==> src/rtl/fp_decode_stage_if.sv <==
// Handshake and control bundle signals between fetch/issue, the FP decode
// stage and the FP execution unit. The slave view belongs to the decode
// stage; the master view belongs to whatever drives and consumes it.
interface fp_decode_stage_if;
   logic        instr_valid_i;
   logic        instr_ready_o;
   logic [31:0] instr_i;
   logic [2:0]  frm_i;
   logic        dec_valid_o;
   logic        dec_ready_i;
   logic [3:0]  fp_alu_operator_o;
   logic        fp_alu_op_mod_o;
   logic [2:0]  fp_src_fmt_o;
   logic [2:0]  fp_dst_fmt_o;
   logic [2:0]  fp_rounding_mode_o;
   logic [4:0]  fp_rf_raddr_a_o;
   logic [4:0]  fp_rf_raddr_b_o;
   logic [4:0]  fp_rf_raddr_c_o;
   logic [4:0]  fp_rf_waddr_o;
   logic        fp_regwrite_o;
   logic        int_reg_write_o;
   logic        fp_load_o;
   logic        fp_store_o;
   logic [11:0] offset_o;
   logic        illegal_insn_o;
   logic        move_en_o;
   logic        load_done_i;
   logic [4:0]  load_done_addr_i;
   logic [31:0] load_busy_o;

   modport slave (
      input  instr_valid_i, instr_i, frm_i, dec_ready_i, load_done_i, load_done_addr_i,
      output instr_ready_o, dec_valid_o, fp_alu_operator_o, fp_alu_op_mod_o,
             fp_src_fmt_o, fp_dst_fmt_o, fp_rounding_mode_o, fp_rf_raddr_a_o,
             fp_rf_raddr_b_o, fp_rf_raddr_c_o, fp_rf_waddr_o, fp_regwrite_o,
             int_reg_write_o, fp_load_o, fp_store_o, offset_o, illegal_insn_o,
             move_en_o, load_busy_o
   );

   modport master (
      output instr_valid_i, instr_i, frm_i, dec_ready_i, load_done_i, load_done_addr_i,
      input  instr_ready_o, dec_valid_o, fp_alu_operator_o, fp_alu_op_mod_o,
             fp_src_fmt_o, fp_dst_fmt_o, fp_rounding_mode_o, fp_rf_raddr_a_o,
             fp_rf_raddr_b_o, fp_rf_raddr_c_o, fp_rf_waddr_o, fp_regwrite_o,
             int_reg_write_o, fp_load_o, fp_store_o, offset_o, illegal_insn_o,
             move_en_o, load_busy_o
   );
endinterface

==> src/rtl/fp_decode_stage.sv <==
// Registered RISC-V F/D decode stage feeding an FPnew-style execution unit.
// One instruction per handshake becomes a registered control bundle; a
// pending-load scoreboard stalls consumers of in-flight FP loads, and a small
// counter stretches a hold window for int/FP transfer instructions.
module fp_decode_stage #(
   parameter int FLEN      = 64,
   parameter int MOVE_HOLD = 2
) (
   input logic            clk_i,
   input logic            rst_i,
   fp_decode_stage_if.slave io
);
   // FPnew operation / format / rounding encodings
   localparam logic [3:0] OP_FMADD = 4'd0,  OP_FNMSUB = 4'd1,  OP_ADD = 4'd2,  OP_MUL = 4'd3;
   localparam logic [3:0] OP_DIV   = 4'd4,  OP_SQRT   = 4'd5,  OP_SGNJ = 4'd6, OP_MINMAX = 4'd7;
   localparam logic [3:0] OP_CMP   = 4'd8,  OP_CLASS  = 4'd9,  OP_F2F = 4'd10, OP_F2I = 4'd11;
   localparam logic [3:0] OP_I2F   = 4'd12;
   localparam logic [2:0] FMT_FP32 = 3'd0,  FMT_FP64  = 3'd1;
   localparam logic [3:0] HOLD     = 4'(MOVE_HOLD);

   typedef struct packed {
      logic [3:0]  op;
      logic        op_mod;
      logic [2:0]  src_fmt;
      logic [2:0]  dst_fmt;
      logic [2:0]  rm;
      logic [4:0]  ra, rb, rc, wa;
      logic        fp_we, int_we, load, store;
      logic [11:0] offset;
      logic        illegal;
   } bundle_t;

   logic [31:0] instr;
   logic [6:0]  opcode;
   logic [4:0]  funct5, rs1, rs2, rs3, rd;
   logic [2:0]  funct3, rm_res;
   logic [1:0]  fmt, src_bits;
   logic        fmt_ok, rm_sens, reads_a, reads_b, reads_c, is_move;
   logic        hazard, accept;
   bundle_t     dec, bundle_reg;
   logic        dec_valid_reg;
   logic [31:0] busy_reg, busy_next;
   logic [3:0]  move_cnt_reg;

   assign instr    = io.instr_i;
   assign opcode   = instr[6:0];
   assign rd       = instr[11:7];
   assign funct3   = instr[14:12];
   assign rs1      = instr[19:15];
   assign rs2      = instr[24:20];
   assign fmt      = instr[26:25];
   assign rs3      = instr[31:27];
   assign funct5   = instr[31:27];
   assign src_bits = instr[21:20];
   assign fmt_ok   = (fmt == 2'b00) || (fmt == 2'b01 && FLEN == 64);
   assign rm_res   = (funct3 == 3'b111) ? io.frm_i : funct3;

   // Combinational decode of the offered instruction, including which FP sources it reads
   always_comb begin
      dec         = '0;
      dec.op      = OP_FMADD;
      dec.src_fmt = (fmt == 2'b01) ? FMT_FP64 : FMT_FP32;
      dec.dst_fmt = (fmt == 2'b01) ? FMT_FP64 : FMT_FP32;
      dec.rm      = rm_res;
      dec.ra      = rs1;
      dec.rb      = rs2;
      dec.rc      = rs3;
      dec.wa      = rd;
      rm_sens     = 1'b0;
      reads_a     = 1'b0;
      reads_b     = 1'b0;
      reads_c     = 1'b0;
      is_move     = 1'b0;
      case (opcode)
         7'b0000111: begin // FLW / FLD
            dec.load   = 1'b1;
            dec.fp_we  = 1'b1;
            dec.offset = instr[31:20];
            if (funct3 == 3'b010) begin
               dec.src_fmt = FMT_FP32;
               dec.dst_fmt = FMT_FP32;
            end else if (funct3 == 3'b011 && FLEN == 64) begin
               dec.src_fmt = FMT_FP64;
               dec.dst_fmt = FMT_FP64;
            end else dec.illegal = 1'b1;
         end
         7'b0100111: begin // FSW / FSD
            dec.store  = 1'b1;
            dec.offset = {instr[31:25], instr[11:7]};
            reads_b    = 1'b1;
            if (funct3 == 3'b010) begin
               dec.src_fmt = FMT_FP32;
               dec.dst_fmt = FMT_FP32;
            end else if (funct3 == 3'b011 && FLEN == 64) begin
               dec.src_fmt = FMT_FP64;
               dec.dst_fmt = FMT_FP64;
            end else dec.illegal = 1'b1;
         end
         7'b1000011, 7'b1000111, 7'b1001011, 7'b1001111: begin // fused multiply-add family
            dec.op     = opcode[3] ? OP_FNMSUB : OP_FMADD;
            dec.op_mod = opcode[2];
            dec.fp_we  = 1'b1;
            rm_sens    = 1'b1;
            {reads_a, reads_b, reads_c} = 3'b111;
            if (!fmt_ok) dec.illegal = 1'b1;
         end
         7'b1010011: begin // OP-FP
            if (!fmt_ok) dec.illegal = 1'b1;
            case (funct5)
               5'b00000, 5'b00001, 5'b00010, 5'b00011: begin
                  dec.op     = (funct5[1] == 1'b0) ? OP_ADD : (funct5[0] ? OP_DIV : OP_MUL);
                  dec.op_mod = (funct5[1] == 1'b0) && funct5[0];
                  dec.fp_we  = 1'b1;
                  rm_sens    = 1'b1;
                  {reads_a, reads_b} = 2'b11;
               end
               5'b01011: begin
                  dec.op    = OP_SQRT;
                  dec.fp_we = 1'b1;
                  rm_sens   = 1'b1;
                  reads_a   = 1'b1;
                  if (rs2 != 5'd0) dec.illegal = 1'b1;
               end
               5'b00100, 5'b00101, 5'b10100: begin
                  dec.op = (funct5 == 5'b00100) ? OP_SGNJ : (funct5 == 5'b00101) ? OP_MINMAX : OP_CMP;
                  {reads_a, reads_b} = 2'b11;
                  if (funct5 == 5'b10100) begin
                     dec.int_we = 1'b1;
                     is_move    = 1'b1;
                     if (funct3 >= 3'd3) dec.illegal = 1'b1;
                  end else begin
                     dec.fp_we = 1'b1;
                     if (funct3 >= ((funct5 == 5'b00100) ? 3'd3 : 3'd2)) dec.illegal = 1'b1;
                  end
               end
               5'b01000: begin // FCVT between FP formats: source from rs2 field
                  dec.op      = OP_F2F;
                  dec.src_fmt = {1'b0, src_bits};
                  dec.fp_we   = 1'b1;
                  rm_sens     = 1'b1;
                  reads_a     = 1'b1;
                  if (instr[24:22] != 3'd0 || src_bits == fmt ||
                      !(src_bits == 2'b00 || (src_bits == 2'b01 && FLEN == 64)))
                     dec.illegal = 1'b1;
               end
               5'b11000, 5'b11010: begin // FCVT.W[U].fmt / FCVT.fmt.W[U]
                  dec.op     = funct5[1] ? OP_I2F : OP_F2I;
                  dec.op_mod = instr[20];
                  dec.fp_we  = funct5[1];
                  dec.int_we = !funct5[1];
                  reads_a    = !funct5[1];
                  rm_sens    = 1'b1;
                  if (instr[24:21] != 4'd0) dec.illegal = 1'b1;
               end
               5'b11100: begin // FMV.X.W / FCLASS
                  dec.int_we = 1'b1;
                  is_move    = 1'b1;
                  reads_a    = 1'b1;
                  if (funct3 == 3'b000 && rs2 == 5'd0 && fmt == 2'b00) dec.op = OP_SGNJ;
                  else if (funct3 == 3'b001 && rs2 == 5'd0) dec.op = OP_CLASS;
                  else dec.illegal = 1'b1;
               end
               5'b11110: begin // FMV.W.X
                  dec.op    = OP_SGNJ;
                  dec.fp_we = 1'b1;
                  is_move   = 1'b1;
                  if (!(funct3 == 3'b000 && rs2 == 5'd0 && fmt == 2'b00)) dec.illegal = 1'b1;
               end
               default: dec.illegal = 1'b1;
            endcase
         end
         default: dec.illegal = 1'b1;
      endcase
      // Reserved rounding modes only matter where rounding happens
      if (rm_sens && rm_res >= 3'd5) dec.illegal = 1'b1;
      if (dec.illegal) begin
         dec.fp_we  = 1'b0;
         dec.int_we = 1'b0;
         dec.load   = 1'b0;
         dec.store  = 1'b0;
         reads_a    = 1'b0;
         reads_b    = 1'b0;
         reads_c    = 1'b0;
         is_move    = 1'b0;
      end
   end

   assign hazard = (reads_a && busy_reg[rs1]) || (reads_b && busy_reg[rs2]) ||
                   (reads_c && busy_reg[rs3]);
   assign io.instr_ready_o = (!dec_valid_reg || io.dec_ready_i) && !hazard;
   assign accept = io.instr_valid_i && io.instr_ready_o;

   // Output bundle register: loads on accept, held while the consumer stalls
   always_ff @(posedge clk_i or posedge rst_i) begin
      if (rst_i) begin
         bundle_reg    <= '0;
         dec_valid_reg <= 1'b0;
      end else begin
         if (accept) bundle_reg <= dec;
         if (accept) dec_valid_reg <= 1'b1;
         else if (io.dec_ready_i) dec_valid_reg <= 1'b0;
      end
   end

   // Scoreboard next state: clear on load completion, set on accepted load (set wins)
   always_comb begin
      busy_next = busy_reg;
      if (io.load_done_i) busy_next[io.load_done_addr_i] = 1'b0;
      if (accept && dec.load) busy_next[rd] = 1'b1;
   end

   // Scoreboard register
   always_ff @(posedge clk_i or posedge rst_i) begin
      if (rst_i) busy_reg <= '0;
      else       busy_reg <= busy_next;
   end

   // Transfer hold counter: (re)loads on a qualifying accept, otherwise counts down
   always_ff @(posedge clk_i or posedge rst_i) begin
      if (rst_i)                    move_cnt_reg <= '0;
      else if (accept && is_move)   move_cnt_reg <= HOLD;
      else if (move_cnt_reg != '0)  move_cnt_reg <= move_cnt_reg - 4'd1;
   end

   assign io.dec_valid_o        = dec_valid_reg;
   assign io.fp_alu_operator_o  = bundle_reg.op;
   assign io.fp_alu_op_mod_o    = bundle_reg.op_mod;
   assign io.fp_src_fmt_o       = bundle_reg.src_fmt;
   assign io.fp_dst_fmt_o       = bundle_reg.dst_fmt;
   assign io.fp_rounding_mode_o = bundle_reg.rm;
   assign io.fp_rf_raddr_a_o    = bundle_reg.ra;
   assign io.fp_rf_raddr_b_o    = bundle_reg.rb;
   assign io.fp_rf_raddr_c_o    = bundle_reg.rc;
   assign io.fp_rf_waddr_o      = bundle_reg.wa;
   assign io.fp_regwrite_o      = bundle_reg.fp_we;
   assign io.int_reg_write_o    = bundle_reg.int_we;
   assign io.fp_load_o          = bundle_reg.load;
   assign io.fp_store_o         = bundle_reg.store;
   assign io.offset_o           = bundle_reg.offset;
   assign io.illegal_insn_o     = bundle_reg.illegal;
   assign io.move_en_o          = (move_cnt_reg != 4'd0);
   assign io.load_busy_o        = busy_reg;
endmodule

==> src/flat_wrapper.sv <==
// flat-port wrapper written by rule: the top's interface ports become plain ports
module fp_decode_stage_flat 
#(
   parameter int FLEN      = 64,
   parameter int MOVE_HOLD = 2
)
  (clk_i, rst_i, io_instr_valid_i, io_instr_i, io_frm_i, io_dec_ready_i, io_load_done_i, io_load_done_addr_i, io_instr_ready_o, io_dec_valid_o, io_fp_alu_operator_o, io_fp_alu_op_mod_o, io_fp_src_fmt_o, io_fp_dst_fmt_o, io_fp_rounding_mode_o, io_fp_rf_raddr_a_o, io_fp_rf_raddr_b_o, io_fp_rf_raddr_c_o, io_fp_rf_waddr_o, io_fp_regwrite_o, io_int_reg_write_o, io_fp_load_o, io_fp_store_o, io_offset_o, io_illegal_insn_o, io_move_en_o, io_load_busy_o);
  fp_decode_stage_if io_i ();
  input logic clk_i;
  input logic rst_i;
  input wire logic [$bits(io_i.instr_valid_i)-1:0] io_instr_valid_i;
  input wire logic [$bits(io_i.instr_i)-1:0] io_instr_i;
  input wire logic [$bits(io_i.frm_i)-1:0] io_frm_i;
  input wire logic [$bits(io_i.dec_ready_i)-1:0] io_dec_ready_i;
  input wire logic [$bits(io_i.load_done_i)-1:0] io_load_done_i;
  input wire logic [$bits(io_i.load_done_addr_i)-1:0] io_load_done_addr_i;
  output wire logic [$bits(io_i.instr_ready_o)-1:0] io_instr_ready_o;
  output wire logic [$bits(io_i.dec_valid_o)-1:0] io_dec_valid_o;
  output wire logic [$bits(io_i.fp_alu_operator_o)-1:0] io_fp_alu_operator_o;
  output wire logic [$bits(io_i.fp_alu_op_mod_o)-1:0] io_fp_alu_op_mod_o;
  output wire logic [$bits(io_i.fp_src_fmt_o)-1:0] io_fp_src_fmt_o;
  output wire logic [$bits(io_i.fp_dst_fmt_o)-1:0] io_fp_dst_fmt_o;
  output wire logic [$bits(io_i.fp_rounding_mode_o)-1:0] io_fp_rounding_mode_o;
  output wire logic [$bits(io_i.fp_rf_raddr_a_o)-1:0] io_fp_rf_raddr_a_o;
  output wire logic [$bits(io_i.fp_rf_raddr_b_o)-1:0] io_fp_rf_raddr_b_o;
  output wire logic [$bits(io_i.fp_rf_raddr_c_o)-1:0] io_fp_rf_raddr_c_o;
  output wire logic [$bits(io_i.fp_rf_waddr_o)-1:0] io_fp_rf_waddr_o;
  output wire logic [$bits(io_i.fp_regwrite_o)-1:0] io_fp_regwrite_o;
  output wire logic [$bits(io_i.int_reg_write_o)-1:0] io_int_reg_write_o;
  output wire logic [$bits(io_i.fp_load_o)-1:0] io_fp_load_o;
  output wire logic [$bits(io_i.fp_store_o)-1:0] io_fp_store_o;
  output wire logic [$bits(io_i.offset_o)-1:0] io_offset_o;
  output wire logic [$bits(io_i.illegal_insn_o)-1:0] io_illegal_insn_o;
  output wire logic [$bits(io_i.move_en_o)-1:0] io_move_en_o;
  output wire logic [$bits(io_i.load_busy_o)-1:0] io_load_busy_o;
  assign io_i.instr_valid_i = io_instr_valid_i;
  assign io_i.instr_i = io_instr_i;
  assign io_i.frm_i = io_frm_i;
  assign io_i.dec_ready_i = io_dec_ready_i;
  assign io_i.load_done_i = io_load_done_i;
  assign io_i.load_done_addr_i = io_load_done_addr_i;
  assign io_instr_ready_o = io_i.instr_ready_o;
  assign io_dec_valid_o = io_i.dec_valid_o;
  assign io_fp_alu_operator_o = io_i.fp_alu_operator_o;
  assign io_fp_alu_op_mod_o = io_i.fp_alu_op_mod_o;
  assign io_fp_src_fmt_o = io_i.fp_src_fmt_o;
  assign io_fp_dst_fmt_o = io_i.fp_dst_fmt_o;
  assign io_fp_rounding_mode_o = io_i.fp_rounding_mode_o;
  assign io_fp_rf_raddr_a_o = io_i.fp_rf_raddr_a_o;
  assign io_fp_rf_raddr_b_o = io_i.fp_rf_raddr_b_o;
  assign io_fp_rf_raddr_c_o = io_i.fp_rf_raddr_c_o;
  assign io_fp_rf_waddr_o = io_i.fp_rf_waddr_o;
  assign io_fp_regwrite_o = io_i.fp_regwrite_o;
  assign io_int_reg_write_o = io_i.int_reg_write_o;
  assign io_fp_load_o = io_i.fp_load_o;
  assign io_fp_store_o = io_i.fp_store_o;
  assign io_offset_o = io_i.offset_o;
  assign io_illegal_insn_o = io_i.illegal_insn_o;
  assign io_move_en_o = io_i.move_en_o;
  assign io_load_busy_o = io_i.load_busy_o;
  fp_decode_stage #(.FLEN(FLEN), .MOVE_HOLD(MOVE_HOLD)) u_core (.clk_i(clk_i), .rst_i(rst_i), .io(io_i));
endmodule
==> config.mk <==
export PLATFORM = sky130hd
export DESIGN_NAME = fp_decode_stage_flat
export DESIGN_NICKNAME = d
export VERILOG_FILES = /design/src/rtl/fp_decode_stage_if.sv /design/src/rtl/fp_decode_stage.sv /design/src/flat_wrapper.sv
export SDC_FILE = /design/constraint.sdc
export NUM_CORES = 1
export LEC_CHECK = 0
export ABC_AREA = 0
export ABC_CLOCK_PERIOD_IN_PS = 4500
export CAP_MARGIN = 10
export CORE_UTILIZATION = 45
export DETAILED_ROUTE_END_ITERATION = 16
export GPL_TIMING_DRIVEN = 0
export PLACE_DENSITY = 0.87
export SYNTH_ARGS = -nofsm -noshare
export SYNTH_HDL_FRONTEND = slang
export SYNTH_SLANG_ARGS = --single-unit
==> constraint.sdc <==
create_clock -name clk_i -period 4.5 [get_ports clk_i]
set_clock_uncertainty 0.05 [all_clocks]
set_input_delay 1.125 -clock clk_i [delete_from_list [all_inputs] [get_ports clk_i]]
set_output_delay 1.125 -clock clk_i [all_outputs]
set_load 0.02 [all_outputs]
==> flow_metrics.env, run 1 <==
export IMPL_core_area_sq_um=11960
export IMPL_crit_type="primary input to output port"
export IMPL_fp_dieH_um=112.8
export IMPL_drt_iter0_markers=432
export IMPL_hold_viol_final=0
export IMPL_htree_levels=3
export IMPL_max_clock_freq_mhz=225.4
export IMPL_wl_per_cell_um=22.13
export IMPL_num_vias=5401
export IMPL_first_pass_iters=7
export IMPL_power_leakage_nw=3.100
export IMPL_synthArstFlopShare_pct=100.0
export IMPL_area_delta_synth_final_pct=35.89
export IMPL_synthFlopType="dfrtp_1"
export IMPL_finalPower_mw=2.148
export IMPL_start_util_pct=46.16
export IMPL_antenna_found_initial=0
export IMPL_ios=131
export IMPL_synth_area_top_cells="dfrtp_1 39%, mux2i_1 7.4%, mux2_2 5.9%"
export IMPL_final_cell_mix="106 x clkdlybuf4s50_1, 85 x dfrtp_1, 47 x o21ai_0"
export IMPL_die_area_sq_um=12720
export IMPL_rrSetupSlack_ns=1.15
export IMPL_fin_setup_tns_ns=0
export IMPL_die_x_um=112.8
export IMPL_cts_sinks=85
export IMPL_crit_path_end="io_instr_ready_o"
export IMPL_grt_pass1_wl_mm=29.21
export IMPL_dpl_hpwl_mm=13.77
export IMPL_synth_seq_cells=85
export IMPL_cpMostUsedCell="buf_6"
export IMPL_row_count=40
export IMPL_cts_tree="done"
export IMPL_io_buffers=120
export IMPL_root_buffer="clkbuf_16"
export IMPL_hp_class="register to register"
export IMPL_critPathSlowestCell="nor3b_1"
export IMPL_antenna_left=0
export IMPL_ff_latch_area_sq_um=2127
export IMPL_yosysUniqueCellTypes=69
export IMPL_drc=0
export IMPL_status="finished, final reports clean"
export IMPL_synth_edff_count=0
export IMPL_required_ns=3.32
export IMPL_endpoint_kind="output port"
export IMPL_critical_path_depth=9
export IMPL_viasPerCell=6.384
export IMPL_fin_cells=846
export IMPL_fin_util_pct=62.73
export IMPL_multi_input_area_sq_um=3201
export IMPL_synth_area_sq_um=5522
export IMPL_cts_buffer_depth=2
export IMPL_fin_nets=743
export IMPL_final_setup_worst_slack_ns=0.06259
export IMPL_synth_warnings=0
export IMPL_max_cap_violations=0
export IMPL_largest_reg_flops=32
export IMPL_cts_made_buffers=9
export IMPL_grt_max_degree=50
export IMPL_routabilityCongestion=0.9011
export IMPL_synth_top_area_share_pct=38.52
export IMPL_crit_path_max_fanout=10
export IMPL_final_layout_size_suffix_gt1_share_pct=18.60
export IMPL_relSlewSlack_pct=52.28
export IMPL_reg2reg_from="u_core.io.load_busy_o[27]$_DFF_PP0_"
export IMPL_overflow=0
export IMPL_path_clk_slew_ns=0.06
export IMPL_clock_latency_ns=0.34
export IMPL_fin_crit_sh_pct=98.61
export IMPL_grt_usage_pct=29.71
export IMPL_startpoint="io_instr_i[28]"
export IMPL_post_place_ws_ns=-1.511
export IMPL_setup_viol=0
export IMPL_place_inst=820
export IMPL_wl_mm=18.72
export IMPL_grt_pass1_vias=5498
export IMPL_crit_chain="buf_2 > buf_6 > nor3b_1 > o21ai_0 > a31oi_1 > a2bb2oi_4 > nand3_4 > and2_4 > buf_6"
export IMPL_period_needed_ns=4.437
export IMPL_ys_seq_area_share_pct=38.52
export IMPL_power_density_nw_per_um2=286.2
export IMPL_critPathArrivalTime_ns=3.26
export IMPL_finalMaxSlewViolations=0
export IMPL_final_common_cell="clkdlybuf4s50_1"
export IMPL_antenna_cells_inserted=0
export IMPL_ir_worst_vdd_mv=0.2366
export IMPL_synthesis_instances=550
export IMPL_critPathTopFamily="compound AO/OA/AOI/OAI gates"
export IMPL_path_buf_inv=3
export IMPL_rsz0062_at_grt="false"
export IMPL_tightestPinTransition_ns=0.7093
export IMPL_nFillCells=953
export IMPL_r2r_end="u_core.io.fp_rf_raddr_b_o[2]$_DFFE_PP0P_"
export IMPL_synth_area_leader_cell="dfrtp_1"
export IMPL_start_kind="primary input"
export IMPL_syn_area_per_cell_sq_um=10.04
export IMPL_slowest_delay_ns=0.39
export IMPL_reg2regPathDepth=10
[worst reg2reg max path, cell delays in order (launching register included)]
cell and delay [ns]:
dfrtp_1 0.44, mux4_1 0.51, mux2_2 0.28, a22o_1 0.18, a222oi_1 0.30, nand4_1 0.24, buf_4 0.21, buf_4 0.14
a31oi_4 0.29, buf_6 0.23, mux2_2 0.37
[area by class of cell]
type,count,area share (%)
flip-flops and latches,85,28.35
multi-input cells,403,42.65
repair buffers,134,17.66
inverters,23,1.184
plain buffers,39,3.819
clock inverters,4,0.6503
clock buffers,11,3.235
well taps,147,2.451
[kinds of logic after synthesis]
group | Yosys count | share of synthesized area [%]
AOI/OAI and AO/OA | 155 | 19.78
other | 1 | 0.06792
buffers and inverters | 64 | 5.642
muxes | 85 | 19.47
and+or+nand+nor | 154 | 15.36
adders and majority gates | 3 | 0.6799
DFF | 85 | 38.52
xor gates and xnor gates | 3 | 0.4760
[synthesized netlist by cell type, drive strengths merged, types with 11 or more instances]
| cell type | number |
|---|---|
| nand3 | 14 |
| o21ai | 49 |
| dfrtp | 85 |
| nand2 | 23 |
| nor2 | 33 |
| o31ai | 37 |
| mux2i | 41 |
| a21oi | 11 |
| mux2 | 30 |
| inv | 23 |
| buf | 30 |
| clkbuf | 11 |
| mux4 | 14 |
[metal layers]
metal	GRT usage (%)	up-vias	share of wire, %
met5	0	-	0
met4	13.07	0	3.2
met3	4.285	55	7.1
met2	51.19	316	50
met1	37.24	2650	40
li1	-	2380	-
[power by group]
| part | switching [mW] | total [mW] | internal (mW) | leakage [nW] |
|---|---|---|---|---|
| Clock | 0.312 | 0.754 | 0.442 | 0.145 |
| Sequential | 0.0348 | 0.855 | 0.820 | 1.12 |
| Combinational | 0.284 | 0.539 | 0.254 | 1.83 |
[metrics by stage]
step / area (sq um) / hold slack [ns]
floorplan: 5538 / 0.4231
global placement: 6923 / 0.4195
detailed placement: 6953 / 0.4452
CTS: 7438 / 0.4595
global route: 7503 / 0.4679
finish: 7503 / 0.4538
[worst min path at each step]
stage                                              from                                  endpoint  slack (ns)  cells past startpoint
2_1_floorplan        u_core.move_cnt_reg[1]$_DFFE_PP0P_        u_core.move_cnt_reg[1]$_DFFE_PP0P_        0.42                      2
3_3_place_gp   u_core.io.fp_rf_raddr_c_o[2]$_DFFE_PP0P_  u_core.io.fp_rf_raddr_c_o[2]$_DFFE_PP0P_        0.42                      1
3_5_place_dp   u_core.io.fp_rf_raddr_a_o[2]$_DFFE_PP0P_  u_core.io.fp_rf_raddr_a_o[2]$_DFFE_PP0P_        0.45                      1
4_1_cts        u_core.io.fp_rf_raddr_a_o[2]$_DFFE_PP0P_  u_core.io.fp_rf_raddr_a_o[2]$_DFFE_PP0P_        0.46                      1
5_1_grt        u_core.io.fp_rf_raddr_a_o[2]$_DFFE_PP0P_  u_core.io.fp_rf_raddr_a_o[2]$_DFFE_PP0P_        0.47                      1
6_report          u_core.io.fp_alu_op_mod_o$_DFFE_PP0P_     u_core.io.fp_alu_op_mod_o$_DFFE_PP0P_        0.45                      1
[timing repair]
action,in CTS,in global routing
gates resized for setup,62,21
setup buffers,10,3
setup endpoints to repair,1,1
hold buffers,0,0
pin swaps,9,10
hold endpoints to repair,0,0
Note: power is estimated with default switching activity, not from simulation.
==> inputs of run 2 (changes only) <==
SKIP_CTS_REPAIR_TIMING = 1   (was default)
SKIP_LAST_GASP = 1   (was default)
==> run 2 against run 1 <==
  * Register-to-register slack gained 0.09 ns
  * Fmax grew 0.22%
  * Combinational power grew 1%
  * Die area is the same
  * Total power grew 0.19%
  * Worst hold slack is essentially flat
  * Via count grew 2.3%
  * Critical path depth grew 1
  * Final cell count grew 0.83%
  * Global-route usage shrank 0.21 points
  * First-iteration DRC count grew 14%
  * Setup slack gained 0.0098 ns
==> flow_metrics.env, run 2 (synthesis results as in run 1) <==
export IMPL_critPathTopFamily="buffers and inverters"
export IMPL_fin_nets=750
export IMPL_clock_latency_ns=0.34
export IMPL_crit_chain="clkdlybuf4s50_1 > inv_1 > ha_4 > o21ai_2 > mux2i_1 > o221a_2 > o21ai_4 > nand3_4 > and2_4 > buf_6"
export IMPL_post_place_ws_ns=-1.511
export IMPL_grt_usage_pct=29.50
export IMPL_hold_depth=1
export IMPL_start_kind="primary input"
export IMPL_ios=131
export IMPL_slowest_delay_ns=0.62
export IMPL_antenna_found_initial=0
export IMPL_worst_hold_slack_ns=0.4539
export IMPL_antenna_cells_inserted=0
export IMPL_holdPathEnd="u_core.io.fp_alu_op_mod_o$_DFFE_PP0P_"
export IMPL_antenna_left=0
export IMPL_relSlewSlack_pct=53.96
export IMPL_start_util_pct=46.16
export IMPL_grt_pass1_wl_mm=29.00
export IMPL_fp_dieH_um=112.8
export IMPL_final_common_cell="clkdlybuf4s50_1"
export IMPL_row_count=40
export IMPL_grt_pass1_vias=5423
export IMPL_final_setup_worst_slack_ns=0.07235
export IMPL_area_delta_synth_final_pct=37.57
export IMPL_crit_type="primary input to output port"
export IMPL_wl_mm=18.90
export IMPL_cts_sinks=85
export IMPL_finalMaxSlewViolations=0
export IMPL_first_pass_iters=5
export IMPL_cts_buffer_depth=2
export IMPL_root_buffer="clkbuf_16"
export IMPL_cts_tree="done"
export IMPL_power_density_nw_per_um2=283.3
export IMPL_final_cell_mix="105 x clkdlybuf4s50_1, 85 x dfrtp_1, 47 x o21ai_0"
export IMPL_largest_reg_flops=32
export IMPL_crit_path_max_fanout=7
export IMPL_finalPower_mw=2.152
export IMPL_routabilityCongestion=0.9011
export IMPL_max_clock_freq_mhz=225.9
export IMPL_power_leakage_nw=3.199
export IMPL_core_area_sq_um=11960
export IMPL_hp_class="register to register"
export IMPL_place_area_sq_um=6953
export IMPL_wl_per_cell_um=22.16
export IMPL_fin_setup_tns_ns=0
export IMPL_final_area_sq_um=7596
export IMPL_die_area_sq_um=12720
export IMPL_setup_viol=0
export IMPL_reg2reg_from="u_core.io.load_busy_o[28]$_DFF_PP0_"
export IMPL_tightestPinTransition_ns=0.6842
export IMPL_critPathArrivalTime_ns=3.25
export IMPL_overflow=0
export IMPL_grt_max_degree=50
export IMPL_r2r_end="u_core.io.fp_rf_raddr_b_o[2]$_DFFE_PP0P_"
export IMPL_period_needed_ns=4.428
export IMPL_dpl_hpwl_mm=13.77
export IMPL_reg2regPathDepth=9
export IMPL_path_buf_inv=3
export IMPL_cts_made_buffers=9
export IMPL_htree_levels=3
export IMPL_drt_iter0_markers=491
export IMPL_max_cap_violations=0
export IMPL_endpoint_kind="output port"
export IMPL_critPathSlowestCell="clkdlybuf4s50_1"
export IMPL_fin_crit_sh_pct=98.39
export IMPL_die_x_um=112.8
export IMPL_path_clk_slew_ns=0.06
export IMPL_hold_start="u_core.io.fp_alu_op_mod_o$_DFFE_PP0P_"
export IMPL_ir_worst_vdd_mv=0.2350
export IMPL_required_ns=3.32
export IMPL_io_buffers=120
export IMPL_rrSetupSlack_ns=1.24
export IMPL_num_vias=5523
export IMPL_viasPerCell=6.475
export IMPL_hold_viol_final=0
export IMPL_status="finished, final reports clean"
export IMPL_drc=0
export IMPL_final_layout_size_suffix_gt1_share_pct=19.26
export IMPL_rsz0062_at_grt="true"
-- run 2: cell count changes in the layout (fill, tap and decap cells not counted), sizes merged --
cell and change:
clkdlybuf4s15 -3, clkbuf -2, dlymetal6s2s +9, buf +9, dlygate4sd2 -5, clkdlybuf4s50 -1
-- run 2: how the worst max path moves through the flow --
stage	startpoint	to	slack [ns]	cells after the start
6_report	io_instr_i[12]	io_instr_ready_o	0.07	10
5_1_grt	io_instr_i[12]	io_instr_ready_o	-0.04	10
4_1_cts	io_instr_i[31]	io_instr_ready_o	-1.51	13
3_5_place_dp	io_instr_i[31]	io_instr_ready_o	-1.51	13
3_3_place_gp	io_instr_i[31]	io_instr_ready_o	-1.49	13
2_1_floorplan	io_instr_i[31]	io_instr_ready_o	0.02	11
-- run 2: through the flow --
| step | util (%) | instances |
|---|---|---|
| 2_1_floorplan | - | 552 |
| 3_3_place_gp | 57.88 | 819 |
| 3_5_place_dp | 58.13 | 820 |
| 4_1_cts | 60.56 | 835 |
| 5_1_grt | 63.50 | 853 |
| 6_report | 63.50 | 853 |
-- run 2: power breakdown --
| group | internal, mW | total [mW] | leakage, nW | switching, mW |
|---|---|---|---|---|
| Combinational | 0.259 | 0.546 | 1.93 | 0.287 |
| Sequential | 0.820 | 0.855 | 1.12 | 0.0348 |
| Clock | 0.442 | 0.751 | 0.145 | 0.309 |
-- run 2: layout make-up --
type,instances,area (sq um)
fillers,949,4365
well taps,147,183.9
plain buffers,40,294.0
multi-input cells,403,3202
clock inverters,4,48.80
clock buffers,11,242.7
inverters,23,88.84
repair buffers,140,1409
flip-flops and latches,85,2127
-- run 2: metal layers --
layer / up-vias / part of all wire [%] / track usage, % / routed length (um)
met5: - / 0 / 0 / 0
met3: 45 / 7.7 / 4.606 / 1447
met2: 335 / 51 / 51.19 / 9617
li1: 2395 / - / - / -
met1: 2748 / 39 / 37.38 / 7465
met4: 0 / 2.0 / 10.58 / 374
==> inputs of run 3 (changes only) <==
CORE_MARGIN = 2   (was default)
CORE_UTILIZATION = 46   (was 45)
CTS_CLUSTER_SIZE = 20   (was default)
PLACE_DENSITY = 0.89   (was 0.87)
==> run 3 against run 2 <==
  * The run now ends with setup timing left
  * Via count decreased by 1.5%
  * Die area increased by 1.4%
  * Routed wire length decreased by 1.8%
  * Total power decreased by 0.78%
  * Sequential share of layout area decreased by 0.23 points
  * Final area increased by 0.84%
  * Clock-buffer cell count unchanged
  * Sequential cell count unchanged
  * Highest routed layer unchanged
==> flow_metrics.env, run 3 (synthesis results as in run 1) <==
export IMPL_htree_levels=3
export IMPL_fp_dieH_um=113.6
export IMPL_row_count=40
export IMPL_grt_usage_pct=28.17
export IMPL_fin_nets=756
export IMPL_path_clk_slew_ns=0.07
export IMPL_hold_depth=1
export IMPL_multi_input_area_sq_um=3209
export IMPL_finalMaxSlewViolations=0
export IMPL_cts_sinks=85
export IMPL_wl_per_cell_um=21.60
export IMPL_antenna_cells_inserted=0
export IMPL_cts_buffer_depth=2
export IMPL_worst_hold_slack_ns=0.4513
export IMPL_endpoint_kind="output port"
export IMPL_clock_latency_ns=0.35
export IMPL_grt_pass1_vias=5401
export IMPL_intPower_mw=1.493
export IMPL_rrSetupSlack_ns=1.24
export IMPL_reg2reg_from="u_core.io.load_busy_o[26]$_DFF_PP0_"
export IMPL_wl_mm=18.57
export IMPL_power_frac_seq_pct=40.1
export IMPL_violations="setup timing"
export IMPL_critical_path_depth=10
export IMPL_final_cell_mix="108 x clkdlybuf4s50_1, 85 x dfrtp_1, 47 x o21ai_0"
export IMPL_nFillCells=903
export IMPL_grt_max_degree=50
export IMPL_ir_worst_vdd_mv=0.1800
export IMPL_first_pass_iters=5
export IMPL_crit_path_max_fanout=7
export IMPL_root_buffer="clkbuf_16"
export IMPL_period_needed_ns=4.516
export IMPL_num_vias=5439
export IMPL_rsz0062_at_grt="true"
export IMPL_p_sw_share_pct=30.06
export IMPL_final_setup_worst_slack_ns=-0.01610
export IMPL_io_buffers=120
export IMPL_overflow=0
export IMPL_start_util_pct=46.55
export IMPL_r2r_end="u_core.io.fp_rf_raddr_a_o[4]$_DFFE_PP0P_"
export IMPL_fin_crit_sh_pct=100.4
export IMPL_max_clock_freq_mhz=221.4
export IMPL_pwr_share_clk_pct=34.3
export IMPL_antenna_left=0
export IMPL_tightestPinTransition_ns=0.5800
export IMPL_area_delta_synth_final_pct=38.73
export IMPL_post_place_ws_ns=-1.478
export IMPL_crit_chain="buf_12 > buf_6 > or4_4 > nor4_4 > nor3b_2 > o22ai_2 > o21ai_4 > nand3_4 > and2_4 > buf_6"
export IMPL_core_area_sq_um=11860
export IMPL_hp_class="register to register"
export IMPL_critPathArrivalTime_ns=3.34
export IMPL_hold_viol_final=0
export IMPL_critPathSlowestCell="or4_4"
export IMPL_path_buf_inv=3
export IMPL_antenna_found_initial=0
export IMPL_cts_tree="done"
export IMPL_reg2regPathDepth=10
export IMPL_power_share_combinational_pct=25.7
export IMPL_final_layout_size_suffix_gt1_share_pct=20.34
export IMPL_hold_start="u_core.io.fp_rf_raddr_c_o[2]$_DFFE_PP0P_"
export IMPL_die_area_sq_um=12900
export IMPL_cts_made_buffers=9
export IMPL_drc=0
export IMPL_routabilityCongestion=0.9456
export IMPL_relSlewSlack_pct=61.25
export IMPL_cpMostUsedCell="buf_6"
export IMPL_required_ns=3.32
export IMPL_max_cap_violations=0
export IMPL_viasPerCell=6.324
export IMPL_crit_type="primary input to output port"
export IMPL_setup_viol=1
export IMPL_slowest_delay_ns=0.57
export IMPL_power_leakage_nw=3.207
export IMPL_holdPathEnd="u_core.io.fp_rf_raddr_c_o[2]$_DFFE_PP0P_"
export IMPL_dpl_hpwl_mm=13.58
export IMPL_largest_reg_flops=32
export IMPL_p_sw_uw=641.7
export IMPL_final_common_cell="clkdlybuf4s50_1"
export IMPL_ios=131
export IMPL_ff_latch_area_sq_um=2127
export IMPL_die_x_um=113.6
export IMPL_drt_iter0_markers=533
export IMPL_critPathTopFamily="simple AND/OR/NAND/NOR gates"
export IMPL_power_density_nw_per_um2=278.7
export IMPL_status="complete, but fails checks"
export IMPL_start_kind="primary input"
export IMPL_grt_pass1_wl_mm=28.46
## run 3: worst max path at each step
stage | from | slack (ns) | to
6_report | io_instr_i[21] | -0.02 | io_instr_ready_o
5_1_grt | io_instr_i[21] | -0.08 | io_instr_ready_o
4_1_cts | io_instr_i[31] | -1.48 | io_instr_ready_o
3_5_place_dp | io_instr_i[31] | -1.48 | io_instr_ready_o
3_3_place_gp | io_instr_i[31] | -1.47 | io_instr_ready_o
2_1_floorplan | io_instr_i[31] | 0.02 | io_instr_ready_o
## run 3: cell type report
type	count	area share [%]
well taps	147	2.401
repair buffers	146	19.05
clock inverters	5	0.5390
plain buffers	40	3.888
multi-input cells	403	41.90
clock buffers	11	3.300
flip-flops and latches	85	27.77
inverters	23	1.160
## run 3: power by group through the flow
stage	sequential [mW]	combinational, mW	clock (mW)
floorplan	0.909	0.266	0
global placement	0.864	0.493	0
detailed placement	0.868	0.515	0
CTS	0.854	0.517	0.731
global route	0.862	0.585	0.763
finish	0.855	0.548	0.731
## run 3: stage by stage
stage | utilization (%) | TNS (ns) | instances | power [mW] | area (sq um)
after floorplan | - | 0 | 552 | 1.175 | 5538
after global placement | 58.37 | -16.71 | 819 | 1.358 | 6923
after detailed placement | 58.62 | -19.48 | 820 | 1.383 | 6953
after CTS | 61.10 | -1.483 | 836 | 2.102 | 7247
after global routing | 64.58 | -0.07580 | 860 | 2.211 | 7660
final | 64.58 | -0.01610 | 860 | 2.135 | 7660
## run 3: per-layer routing
metal	share of wire (%)	GRT usage [%]	up-vias
met5	0	0	-
met4	2.5	12.52	0
met3	7.6	5.313	47
met2	51	47.90	294
met1	39	35.11	2691
li1	-	-	2407
